`src/rtl/panel_scanner_pkg.sv`:
```
// Shared constants, state encoding and helpers for the HUB75 panel scanner.
// Optional macro PANEL_SCANNER_GAMMA_EN selects the gamma-corrected pixel path timing.
package panel_scanner_pkg;

   localparam int PANEL_W   = 64;
   localparam int PANEL_H   = 32;
   localparam int SCAN_ROWS = 16;
   localparam int PLANES    = 8;

   localparam int COL_W   = 6;
   localparam int ROW_W   = 5;
   localparam int SCAN_W  = 4;
   localparam int PLANE_W = 3;
   localparam int ADDR_W  = ROW_W + COL_W;
   localparam int PH_W    = 3;

   localparam logic [1:0] ST_SHIFT   = 2'd0;
   localparam logic [1:0] ST_LATCH   = 2'd1;
   localparam logic [1:0] ST_DISPLAY = 2'd2;
   localparam logic [1:0] ST_NEXT    = 2'd3;

   // Colour is presented on PH_DRIVE and clocked into the panel on PH_CLK.
`ifdef PANEL_SCANNER_GAMMA_EN
   localparam logic [PH_W-1:0] PH_DRIVE = 3'd3;
`else
   localparam logic [PH_W-1:0] PH_DRIVE = 3'd2;
`endif
   localparam logic [PH_W-1:0] PH_CAP = PH_DRIVE - 3'd1;
   localparam logic [PH_W-1:0] PH_CLK = PH_DRIVE + 3'd1;

   // {r, g, b} bit of one bit-plane from a {blue, green, red} pixel.
   function automatic logic [2:0] plane_bits(input logic [23:0] px, input logic [PLANE_W-1:0] p);
      logic [7:0] red;
      logic [7:0] green;
      logic [7:0] blue;
      red   = px[7:0];
      green = px[15:8];
      blue  = px[23:16];
      return {red[p], green[p], blue[p]};
   endfunction

   // Gamma 2.0 curve, rounded to nearest.
   function automatic logic [7:0] gamma_value(input int x);
      int v;
      v = (x * x + 127) / 255;
      return v[7:0];
   endfunction

endpackage

```
`src/rtl/panel_gamma_lut.sv`:
```
// 256-entry gamma ROM with registered output; one instance per colour channel.
// Only instantiated when PANEL_SCANNER_GAMMA_EN is defined.
module panel_gamma_lut
   import panel_scanner_pkg::*;
(
   input  logic       clk,
   input  logic       rst,
   input  logic [7:0] din,
   output logic [7:0] dout
);

   logic [7:0] rom [256];

   for (genvar i = 0; i < 256; i++) begin : g_rom
      assign rom[i] = gamma_value(i);
   end

   always_ff @(posedge clk or negedge rst) begin
      if (!rst) dout <= '0;
      else      dout <= rom[din];
   end

endmodule

```
`src/rtl/panel_scanner.sv`:
```
// HUB75 64x32 1/16-scan driver with bit-plane (BCM) brightness and double-buffered frames.
// Define PANEL_SCANNER_GAMMA_EN to insert a registered gamma table (one extra clk per column).
module panel_scanner
   import panel_scanner_pkg::*;
#(
   parameter int BCM_BASE = 8
) (
   input  logic              clk,
   input  logic              rst,
   output logic [ADDR_W-1:0] rd_addr,
   output logic              rd_buf,
   input  logic [23:0]       rd_data,
   input  logic              selected_buffer,
   output logic              actual_buffer,
   output logic              r1,
   output logic              g1,
   output logic              b1,
   output logic              r2,
   output logic              g2,
   output logic              b2,
   output logic [SCAN_W-1:0] row_sel,
   output logic              sclk,
   output logic              lat,
   output logic              oe_n,
   output logic [1:0]        dbg_state
);

   logic [1:0]         state;
   logic [PH_W-1:0]    phase;
   logic [COL_W-1:0]   col;
   logic [SCAN_W-1:0]  row;
   logic [PLANE_W-1:0] plane;
   logic [31:0]        disp_cnt;
   logic [31:0]        disp_len;
   logic [23:0]        pix_src;
   logic [2:0]         upper_q;
   logic [2:0]         lower_bits;
   logic [5:0]         color_q;
   logic [5:0]         color_out;
   logic               drive_now;
   logic               frame_end;

   // Read contract: rd_data returns the pixel at rd_addr exactly one clk later, no stalls.
`ifdef PANEL_SCANNER_GAMMA_EN
   logic [7:0] gam_r;
   logic [7:0] gam_g;
   logic [7:0] gam_b;

   panel_gamma_lut u_gamma_r (.clk(clk), .rst(rst), .din(rd_data[7:0]),   .dout(gam_r));
   panel_gamma_lut u_gamma_g (.clk(clk), .rst(rst), .din(rd_data[15:8]),  .dout(gam_g));
   panel_gamma_lut u_gamma_b (.clk(clk), .rst(rst), .din(rd_data[23:16]), .dout(gam_b));

   assign pix_src = {gam_b, gam_g, gam_r};
`else
   assign pix_src = rd_data;
`endif

   assign lower_bits = plane_bits(pix_src, plane);
   assign disp_len   = 32'(BCM_BASE) << plane;
   assign frame_end  = (row == SCAN_W'(SCAN_ROWS - 1)) && (plane == PLANE_W'(PLANES - 1));
   assign drive_now  = (state == ST_SHIFT) && (phase == PH_DRIVE);

   // Lower pixel arrives during the drive phase, so it is forwarded straight to the
   // pins for that clk and held from color_q afterwards; sclk is still low then.
   assign color_out = drive_now ? {upper_q, lower_bits} : color_q;
   assign {r1, g1, b1, r2, g2, b2} = color_out;

   assign rd_addr   = ((state == ST_SHIFT) && (phase == 3'd1)) ? {1'b1, row, col} : {1'b0, row, col};
   assign sclk      = (state == ST_SHIFT) && (phase == PH_CLK);
   assign lat       = (state == ST_LATCH);
   assign oe_n      = (state != ST_DISPLAY);
   assign rd_buf    = actual_buffer;
   assign dbg_state = state;

   always_ff @(posedge clk or negedge rst) begin
      if (!rst) begin
         state         <= ST_SHIFT;
         phase         <= '0;
         col           <= '0;
         row           <= '0;
         plane         <= '0;
         disp_cnt      <= '0;
         row_sel       <= '0;
         actual_buffer <= 1'b0;
         upper_q       <= '0;
         color_q       <= '0;
      end else begin
         case (state)
            ST_SHIFT: begin
               if (phase == PH_CAP)   upper_q <= lower_bits;
               if (phase == PH_DRIVE) color_q <= {upper_q, lower_bits};
               if (phase == PH_CLK) begin
                  phase <= '0;
                  col   <= col + 6'd1;
                  if (col == COL_W'(PANEL_W - 1)) begin
                     state   <= ST_LATCH;
                     row_sel <= row;
                  end
               end else begin
                  phase <= phase + 3'd1;
               end
            end
            ST_LATCH: begin
               state    <= ST_DISPLAY;
               disp_cnt <= '0;
            end
            ST_DISPLAY: begin
               if (disp_cnt == disp_len - 32'd1) state <= ST_NEXT;
               else                              disp_cnt <= disp_cnt + 32'd1;
            end
            default: begin
               plane <= plane + 3'd1;
               col   <= '0;
               if (plane == PLANE_W'(PLANES - 1)) row <= row + 4'd1;
               // Buffer swaps only here so a frame is never shown torn.
               if (frame_end && (selected_buffer != actual_buffer)) actual_buffer <= selected_buffer;
               state <= ST_SHIFT;
            end
         endcase
      end
   end

endmodule

```
`config.mk`:
```
export PLATFORM = sky130hd
export DESIGN_NAME = panel_scanner
export DESIGN_NICKNAME = d
export VERILOG_FILES = /design/src/rtl/panel_scanner_pkg.sv /design/src/rtl/panel_gamma_lut.sv /design/src/rtl/panel_scanner.sv
export SDC_FILE = /design/constraint.sdc
export NUM_CORES = 1
export LEC_CHECK = 0
export ABC_CLOCK_PERIOD_IN_PS = 5100
export CAP_MARGIN = 5
export CORE_MARGIN = 2
export CORE_UTILIZATION = 55
export CTS_CLUSTER_DIAMETER = 60
export DETAILED_ROUTE_END_ITERATION = 10
export PLACE_DENSITY = 0.8
export SLEW_MARGIN = 20
export SYNTH_ARGS = -nofsm -noshare
export SYNTH_HDL_FRONTEND = slang
export SYNTH_SLANG_ARGS = --single-unit
```
`constraint.sdc`:
```
create_clock -name clk -period 5.1 [get_ports clk]
set_clock_uncertainty 0.2 [all_clocks]
set_input_delay 0.765 -clock clk [delete_from_list [all_inputs] [get_ports clk]]
set_output_delay 0.765 -clock clk [all_outputs]
set_load 0.1 [all_outputs]
```
**Yosys cells after proc, flatten, opt, wreduce, memory -nomap -nowiden**

Cells that the tools add are included.

- Output and inout bits: 28
- Bits in registers: 64

- Reductions and logical operators: 17
- Order comparisons: 1
- Mux-type cells: 17
- Bitwise gates (word level): 2
- Equal/unequal tests: 15
- Add/sub/neg operators: 6
- Shift operators: 1

Operators by type and width:

| cell | count |
|---|---|
| $pmux 32 s2 | 1 |
| $add 32x1->32 const B | 1 |
| $eq 32x32->1 | 1 |
| $mux 32 | 1 |
| $shl 4x3->32 const A | 1 |
| $sub 32x1->32 const B | 1 |
| $mux 6 | 2 |
| $pmux 6 s2 | 1 |
| $reduce_and 2->1 | 6 |
| $mux 11 | 1 |
| $bmux 1 s3 | 3 |
| $add 3x1->3 const B | 2 |
| $add 6x1->6 const B | 1 |
| $eq 3x2->1 const B | 2 |
| $eq 6x6->1 const B | 1 |
| $mux 2 | 3 |
| $ne 2x2->1 const B | 3 |
| $pmux 2 s3 | 1 |
| $reduce_and 3->1 | 2 |
| $logic_and 1x1->1 | 5 |
| $add 4x1->4 const B | 1 |
| $eq 4x4->1 const B | 1 |
| $lt 3x4->1 const B | 1 |
| $ne 2x1->1 const B | 2 |
| other kinds (12) | 15 |

**Depth between registers and ports, before layout**

Gate-level depths: netlist of run 1.

- Word-level depth: 5
- Mapped depth: 16
- Depth with buffers taken out: 11

**Worst setup path after synthesis of run 1**

Ideal clock, no wire load.

- Kind: register -> output
- From: register state[0] (netlist: dbg_state[0])
- To: output b2
- Arrival time: 3695 ps
- Setup slack: 440 ps
- Buffers on the path: 0
- Stages on the path, launching flop included: 6
- Cell sequence: dfrtp_1 > inv_1 > ha_1 > nor2b_1 > nand2_1 > o21ai_0

- Cells in the longest elaborated chain, start to end: 3

Ends and longest elaborated chain:

| item | RTL line | RTL |
|---|---|---|
| start: declaration | panel_scanner.sv:28 | `logic [1:0] state;` |
| start signal: assignment | panel_scanner.sv:77 | `state <= ST_SHIFT;` |
| start signal: assignment | panel_scanner.sv:96 | `state <= ST_LATCH;` |
| start signal: assignment | panel_scanner.sv:104 | `state <= ST_DISPLAY;` |
| $logic_not 2->1 | panel_scanner.sv:61 | `assign drive_now = (state == ST_SHIFT) && (phase == PH_DRIVE);` |
| $logic_and 1x1->1 | panel_scanner.sv:61 |  |
| $mux 6 | panel_scanner.sv:65 | `assign color_out = drive_now ? {upper_q, lower_bits} : color_q;` |
| end: declaration | panel_scanner.sv:20 | `output logic b2,` |

No other way between the ends.

**Worst setup path in the final report of run 1**

- From: register state[1] (netlist: dbg_state[1])
- To: output g1

- Cells in the longest elaborated chain, start to end: 3

Ends and longest elaborated chain:

| item | RTL line | RTL |
|---|---|---|
| $logic_not 2->1 | panel_scanner.sv:61 |  |
| $logic_and 1x1->1 | panel_scanner.sv:61 |  |
| $mux 6 | panel_scanner.sv:65 |  |
| end: declaration | panel_scanner.sv:16 | `output logic g1,` |

No other way between the ends.

==> flow_metrics.py, run 1 <==
metrics = {
    "die": {
        "ios": 55,
        "initial_core_util_pct": 57.4,
        "die-area_sq_um": 7860,
        "core_area_sq_um": 6870,
        "rows": 30,
        "die_w_um": 88.6,
        "die_y_um": 88.6,
    },
    "global_routing": {
        "gr-total-overflow": 0,
        "grt_antenna_before_repair": 0,
        "grt_max_degree": 65,
        "grt_pass1_vias": 3240,
        "grt_pass1_wl_um": 15400,
        "grt_usage_pct": 25.3,
    },
    "timing": {
        "timing.fmax_ghz": 0.233,
        "rsz0062_at_grt": "no",
        "setup_viol": 0,
        "min_period_ps": 4290,
        "fin_crit_sh_pct": 84.1,
        "timing.final.ws_setup_ps": 812,
        "slew_violations": 0,
        "tightest_slew_ps": 1010,
        "finalSetupTns_ps": 0,
        "slew_headroom_pct": 32.1,
        "hold_viol": 0,
    },
    "route": {
        "drt_first_pass_iters": 4,
        "drc": 0,
        "ant_nets": 0,
        "drt_wl_total_um": 9070,
        "wire_per_inst_um": 16.5,
        "viasPerCell": 5.97,
        "drt_iter0_drc": 210,
        "vias": 3290,
    },
    "synthesis": {
        "synth.avg_cell_area_sq_um": 9.83,
        "synthTopCellsByCount": "dfrtp_1 (64), nand2_1 (45), nand3_1 (27), nor2_1 (25), ha_1 (18)",
        "synthesis.nets": 446,
        "synth_top_area_share_pct": 40.6,
        "syn_inst": 401,
        "syn_area_sq_um": 3940,
        "synth_area_leaders": "dfrtp_1 (41%), ha_1 (5.7%), nand2_1 (4.3%)",
        "synth_warnings": 0,
        "ys_async_sr_fraction_pct": 100,
        "synth_top_area_cell": "dfrtp_1",
        "ys.flop_type": "dfrtp_1",
        "yosysUniqueCellTypes": 63,
        "synth_edf_count": 0,
        "synth-seq-cells": 64,
        "ys_seq_area_share_pct": 40.6,
        "synth.most_common_cell": "dfrtp_1",
    },
    "critical_path": {
        "crit_arrival_ps": 3320,
        "endpoint_kind": "primary output",
        "rr_startpoint": "plane[0]",
        "timing.rr.end": "disp_cnt[21]",
        "r2r_slack_ps": 1130,
        "crit_required_ps": 4140,
        "r2r_cells": 11,
        "crit_path_start_kind": "flop",
        "path_max_fanout": 11,
        "path_class": "flop to primary output",
    },
    "clock_network": {
        "postCtsHoldBufs": 0,
        "clockBufferDepth": 2,
        "cts.sinks": 64,
        "clockRootBuffer": "clkbuf_8",
        "cts_resized": 0,
        "cts.clk_slew.worst_paths_ps": 80,
        "cts_tree": "yes",
        "cts_buffers": 9,
        "cts_setup_buffers": 0,
        "cts_htree_levels": 3,
        "clock_latency_ps": 350,
    },
    "power_and_ir_drop": {
        "vdd_ir_drop_max_v": 0.000156,
        "powerDensity_nw_per_um2": 228,
        "p_leak_uw": 0.00209,
    },
    "finish": {
        "multi_input_area_sq_um": 2160,
        "syn_to_final_growth_pct": 20.0,
        "nets": 495,
        "fillers": 528,
        "seq_area_sq_um": 1600,
        "stdcell_count": 551,
        "drive_above_1_share_pct": 11.4,
        "antenna_cells": 0,
    },
    "placement": {
        "dp_cells": 535,
        "gp_congestion": 0.848,
        "port_buffers": 54,
        "pre_cts_slack_ps": 1140,
        "dp_hpwl_um": 6430,
    },
    "min_path": {
        "hold_path_depth": 2,
        "min_from": "upper_q[2]",
        "hold_path_end": "upper_q[2]",
        "hp-class": "flop to flop",
    },
    "flow_run": {
        "drv_cap": 0,
    },
    "run_status": {
        "status": "finished clean",
    },
}
==> logic make-up after synthesis <==
group	share of synthesized area (%)
AND/OR/NAND/NOR	21.7
multiplexers	10.2
buffers and inverters	4.41
flip-flops	40.6
XOR/XNOR	4.45
AO/OA/AOI/OAI	13.0
adder cells (fa/ha/maj)	5.72
==> critical path: stages (launching register included) <==
cell and delay (ps):
dfrtp_1 440, inv_1 120, ha_1 410, nor2b_1 280
nand2_1 260, mux2_2 310, clkdlybuf4s50_1 1140
==> per-stage QoR <==
step                      cell area (sq um)  utilization, %  hold slack, ps  total power, uW
final                                  4730            68.8             295             1080
after global routing                   4730            68.8             325             1120
after CTS                              4730            68.8             286             1090
after detailed placement               4500            65.5             269              592
after global placement                 4500            65.5             260              591
after floorplan                        3940               -             246              555
==> cell type report <==
| cell class | count | share of cell area [%] |
|---|---|---|
| Clock buffer | 9 | 2.62 |
| Clock inverter | 7 | 2.17 |
| Inverter | 17 | 1.35 |
| Multi-Input combinational cell | 301 | 45.8 |
| Sequential cell | 64 | 33.9 |
| Tap cell | 96 | 2.54 |
| Timing Repair Buffer | 57 | 11.6 |
==> power breakdown <==
group	internal, uW	switching [uW]	total, uW
logic	27.5	41.4	68.9
registers	511	1.59	513
clock network	280	218	498
total	819	261	1080
==> layout by cell type (no fill, tap or decap), types with 3 or more instances in the layout <==
| cell | Yosys | final |
|---|---|---|
| a21o_1 | 3 | 3 |
| a21oi_1 | 6 | 6 |
| a31oi_1 | 5 | 5 |
| and3_1 | 12 | 12 |
| buf_4 | 1 | 6 |
| clkbuf_8 | 0 | 9 |
| clkdlybuf4s50_1 | 0 | 50 |
| dfrtp_1 | 64 | 64 |
| ha_1 | 18 | 18 |
| inv_1 | 16 | 16 |
| mux2_2 | 11 | 11 |
| mux2i_1 | 13 | 13 |
| mux4_2 | 6 | 6 |
| nand2_1 | 45 | 45 |
| nand2b_1 | 3 | 3 |
| nand3_1 | 27 | 27 |
| nand4_1 | 11 | 11 |
| nor2_1 | 25 | 25 |
| nor2b_1 | 5 | 5 |
| nor3_1 | 5 | 5 |
| o2111ai_1 | 3 | 3 |
| o211ai_1 | 8 | 8 |
| o21ai_0 | 11 | 11 |
| o311ai_0 | 3 | 3 |
| o31ai_1 | 6 | 6 |
| o41ai_1 | 4 | 4 |
| or3_1 | 7 | 7 |
| or4_1 | 9 | 9 |
| xnor2_1 | 11 | 11 |
| xor2_1 | 9 | 9 |
==> state kept, by name, indices dropped and copies added (netlist names), 3 cells and up <==
| register | cells |
|---|---|
| col | 6 |
| disp_cnt | 32 |
| plane | 3 |
| row | 4 |
| row_sel | 4 |
| upper_q | 3 |
| phase | 3 |
| color_q | 6 |
==> metal layers <==
layer / wire (um) / global-route usage (%)
met2: 4350 / 41.9
met5: 0 / 0
met1: 3970 / 32.7
met4: 160 / 9.64
met3: 592 / 5.32
==> worst max-delay path by stage <==
stage	from	to	slack, ps	depth (start not counted)
6_report	dbg_state[1]	g1	810	6
2_1_floorplan	dbg_state[0]	b2	440	5
3_3_place_gp	plane[0]	dbg_state[1]	1270	11
3_5_place_dp	plane[0]	dbg_state[1]	1140	11
4_1_cts	dbg_state[0]	g1	810	6
5_1_grt	plane[0]	disp_cnt[21]	660	11
(Power assumes the default switching activity.)
==> run 2, diff against run 1 <==
ABC_CLOCK_PERIOD_IN_PS = 4200   (was 5100)
clock period = 4.2 ns   (was 5.1 ns; I/O delays follow)
==> run 2 against run 1 <==
Compared with the run above:
- critical path depth increased by 5
- die area unchanged
- combinational power increased by 22%
- critical path type is now flop to flop
- largest cell class unchanged
- sequential share of layout area unchanged
- register-to-register slack got worse by 780 ps
- sequential power increased by 21%
- highest routed layer unchanged
- cell count increased by 0.36%
- non-clock buffer count increased by 2
- total power increased by 21%
==> flow_metrics.py, run 2 (synthesis results as in run 1) <==
metrics = {
    "critical_path": {
        "endpoint_kind": "flop",
        "r2r_slack_ps": 350,
        "crit_path_start_kind": "flop",
        "r2r_cells": 11,
        "crit_path_end": "dbg_state[1]",
        "crit_required_ps": 4220,
        "timing.rr.end": "dbg_state[1]",
        "crit_arrival_ps": 3870,
        "path_class": "flop to flop",
        "critical_path.startpoint": "plane[1]",
        "path_max_fanout": 11,
        "rr_startpoint": "plane[1]",
    },
    "global_routing": {
        "gr-total-overflow": 0,
        "grt_antenna_before_repair": 0,
        "grt_usage_pct": 25.4,
        "grt_pass1_vias": 3157,
        "grt_max_degree": 38,
        "grt_pass1_wl_um": 15200,
    },
    "clock_network": {
        "clock_latency_ps": 350,
        "cts.clk_slew.worst_paths_ps": 80,
        "postCtsHoldBufs": 0,
        "clockRootBuffer": "clkbuf_8",
        "cts.sinks": 64,
        "cts_buffers": 9,
        "clockBufferDepth": 2,
        "cts_tree": "yes",
        "cts_resized": 0,
        "cts_setup_buffers": 0,
        "cts_htree_levels": 3,
    },
    "timing": {
        "setup_viol": 0,
        "min_period_ps": 3850,
        "slew_headroom_pct": 32.7,
        "timing.final.ws_setup_ps": 352,
        "slew_violations": 0,
        "tightest_slew_ps": 1010,
        "rsz0062_at_grt": "no",
        "timing.fmax_ghz": 0.260,
        "hold_viol": 0,
        "fin_crit_sh_pct": 91.6,
        "finalSetupTns_ps": 0,
        "whs_ps": 188,
    },
    "placement": {
        "port_buffers": 54,
        "dp_cells": 537,
        "pre_cts_slack_ps": 373,
        "post_dp_cell_area_sq_um": 4500,
        "gp_congestion": 0.893,
        "dp_hpwl_um": 6720,
    },
    "die": {
        "initial_core_util_pct": 57.4,
        "die_w_um": 88.6,
        "ios": 55,
        "die-area_sq_um": 7860,
        "rows": 30,
        "core_area_sq_um": 6870,
        "die_y_um": 88.6,
    },
    "finish": {
        "nets": 497,
        "stdcell_count": 553,
        "top_register": "disp_cnt",
        "syn_to_final_growth_pct": 20.0,
        "final_common_cell": "dfrtp_1",
        "fin_area_sq_um": 4730,
        "largest_register_ffs": 32,
        "largestRegisters": "disp_cnt: 32 flops, col: 6 flops, color_q: 6 flops",
        "fillers": 560,
        "layout_common_cells": "dfrtp_1 (64), nand2_1 (45), clkdlybuf4s50_1 (44), nand3_1 (27), nor2_1 (25)",
        "antenna_cells": 0,
        "drive_above_1_share_pct": 13.1,
    },
    "min_path": {
        "hp-class": "input pin to asynchronous set/reset pin",
    },
    "power_and_ir_drop": {
        "power_frac_comb_pct": 6.4,
        "p_seq_share_pct": 47.6,
        "p_switching_uw": 314,
        "p_leak_uw": 0.00210,
        "vdd_ir_drop_max_v": 0.000219,
        "p_int_uw": 994,
        "powerDensity_nw_per_um2": 277,
        "p_clk_share_pct": 46.0,
        "swShare_pct": 24.0,
    },
    "route": {
        "vias": 3294,
        "viasPerCell": 5.96,
        "wire_per_inst_um": 16.8,
        "drc": 0,
        "drt_wl_total_um": 9280,
        "ant_nets": 0,
        "drt_iter0_drc": 183,
        "drt_first_pass_iters": 4,
    },
    "run_status": {
        "status": "finished clean",
    },
    "flow_run": {
        "drv_cap": 0,
    },
}
==> run 2: cell count changes in the layout (fill, tap and decap cells not counted) <==
| cell | change |
|---|---|
| buf_4 | +8 |
| clkdlybuf4s50_1 | -6 |
==> run 2: worst min path at each step <==
stage	start	to	slack (ps)	cells after the start
floorplan	rst	actual_buffer	130	0
global placement	upper_q[0]	upper_q[0]	260	2
detailed placement	upper_q[0]	upper_q[0]	270	2
CTS	rst	col[2]	210	1
global route	rst	col[2]	270	1
finish	rst	col[2]	190	1
==> run 2: final cells by class <==
| cell class | count | area (sq um) | area share, % |
|---|---|---|---|
| Clock inverter | 7 | 103 | 2.17 |
| Multi-Input combinational cell | 301 | 2160 | 45.8 |
| Tap cell | 96 | 120 | 2.54 |
| Clock buffer | 9 | 124 | 2.62 |
| Sequential cell | 64 | 1600 | 33.9 |
| Inverter | 17 | 63.8 | 1.35 |
| Timing Repair Buffer | 59 | 551 | 11.6 |
==> run 2: worst max-delay path: stages (launching register included) <==
cell and delay (ps):
dfrtp_1 540, inv_1 130, ha_1 300, nand2b_1 150
ha_1 210, nor3b_1 320, nand3_1 170, mux2i_1 150
or4_1 690, or2_4 380, a21oi_2 150, mux2_1 330
==> run 2: through the flow <==
step | power (uW) | util (%)
3_3_place_gp | 718 | 65.5
3_5_place_dp | 720 | 65.5
4_1_cts | 1320 | 68.8
2_1_floorplan | 674 | -
6_report | 1310 | 68.8
5_1_grt | 1360 | 68.8
==> run 2: metal layers <==
metal  global-route usage [%]  routed length [um]  share of wire (%)
met5                        0                   0                  0
met4                     7.71                 131                1.4
met3                     5.04                 515                5.5
met2                     43.5                4580                 49
met1                     32.4                4050                 44
==> run 2: power by group through the flow <==
stage	clock network [uW]	registers [uW]	logic [uW]
global route	644	623	90.0
finish	601	622	83.9
global placement	0	634	83.7
floorplan	0	638	36.3
detailed placement	0	634	85.6
CTS	615	622	85.7
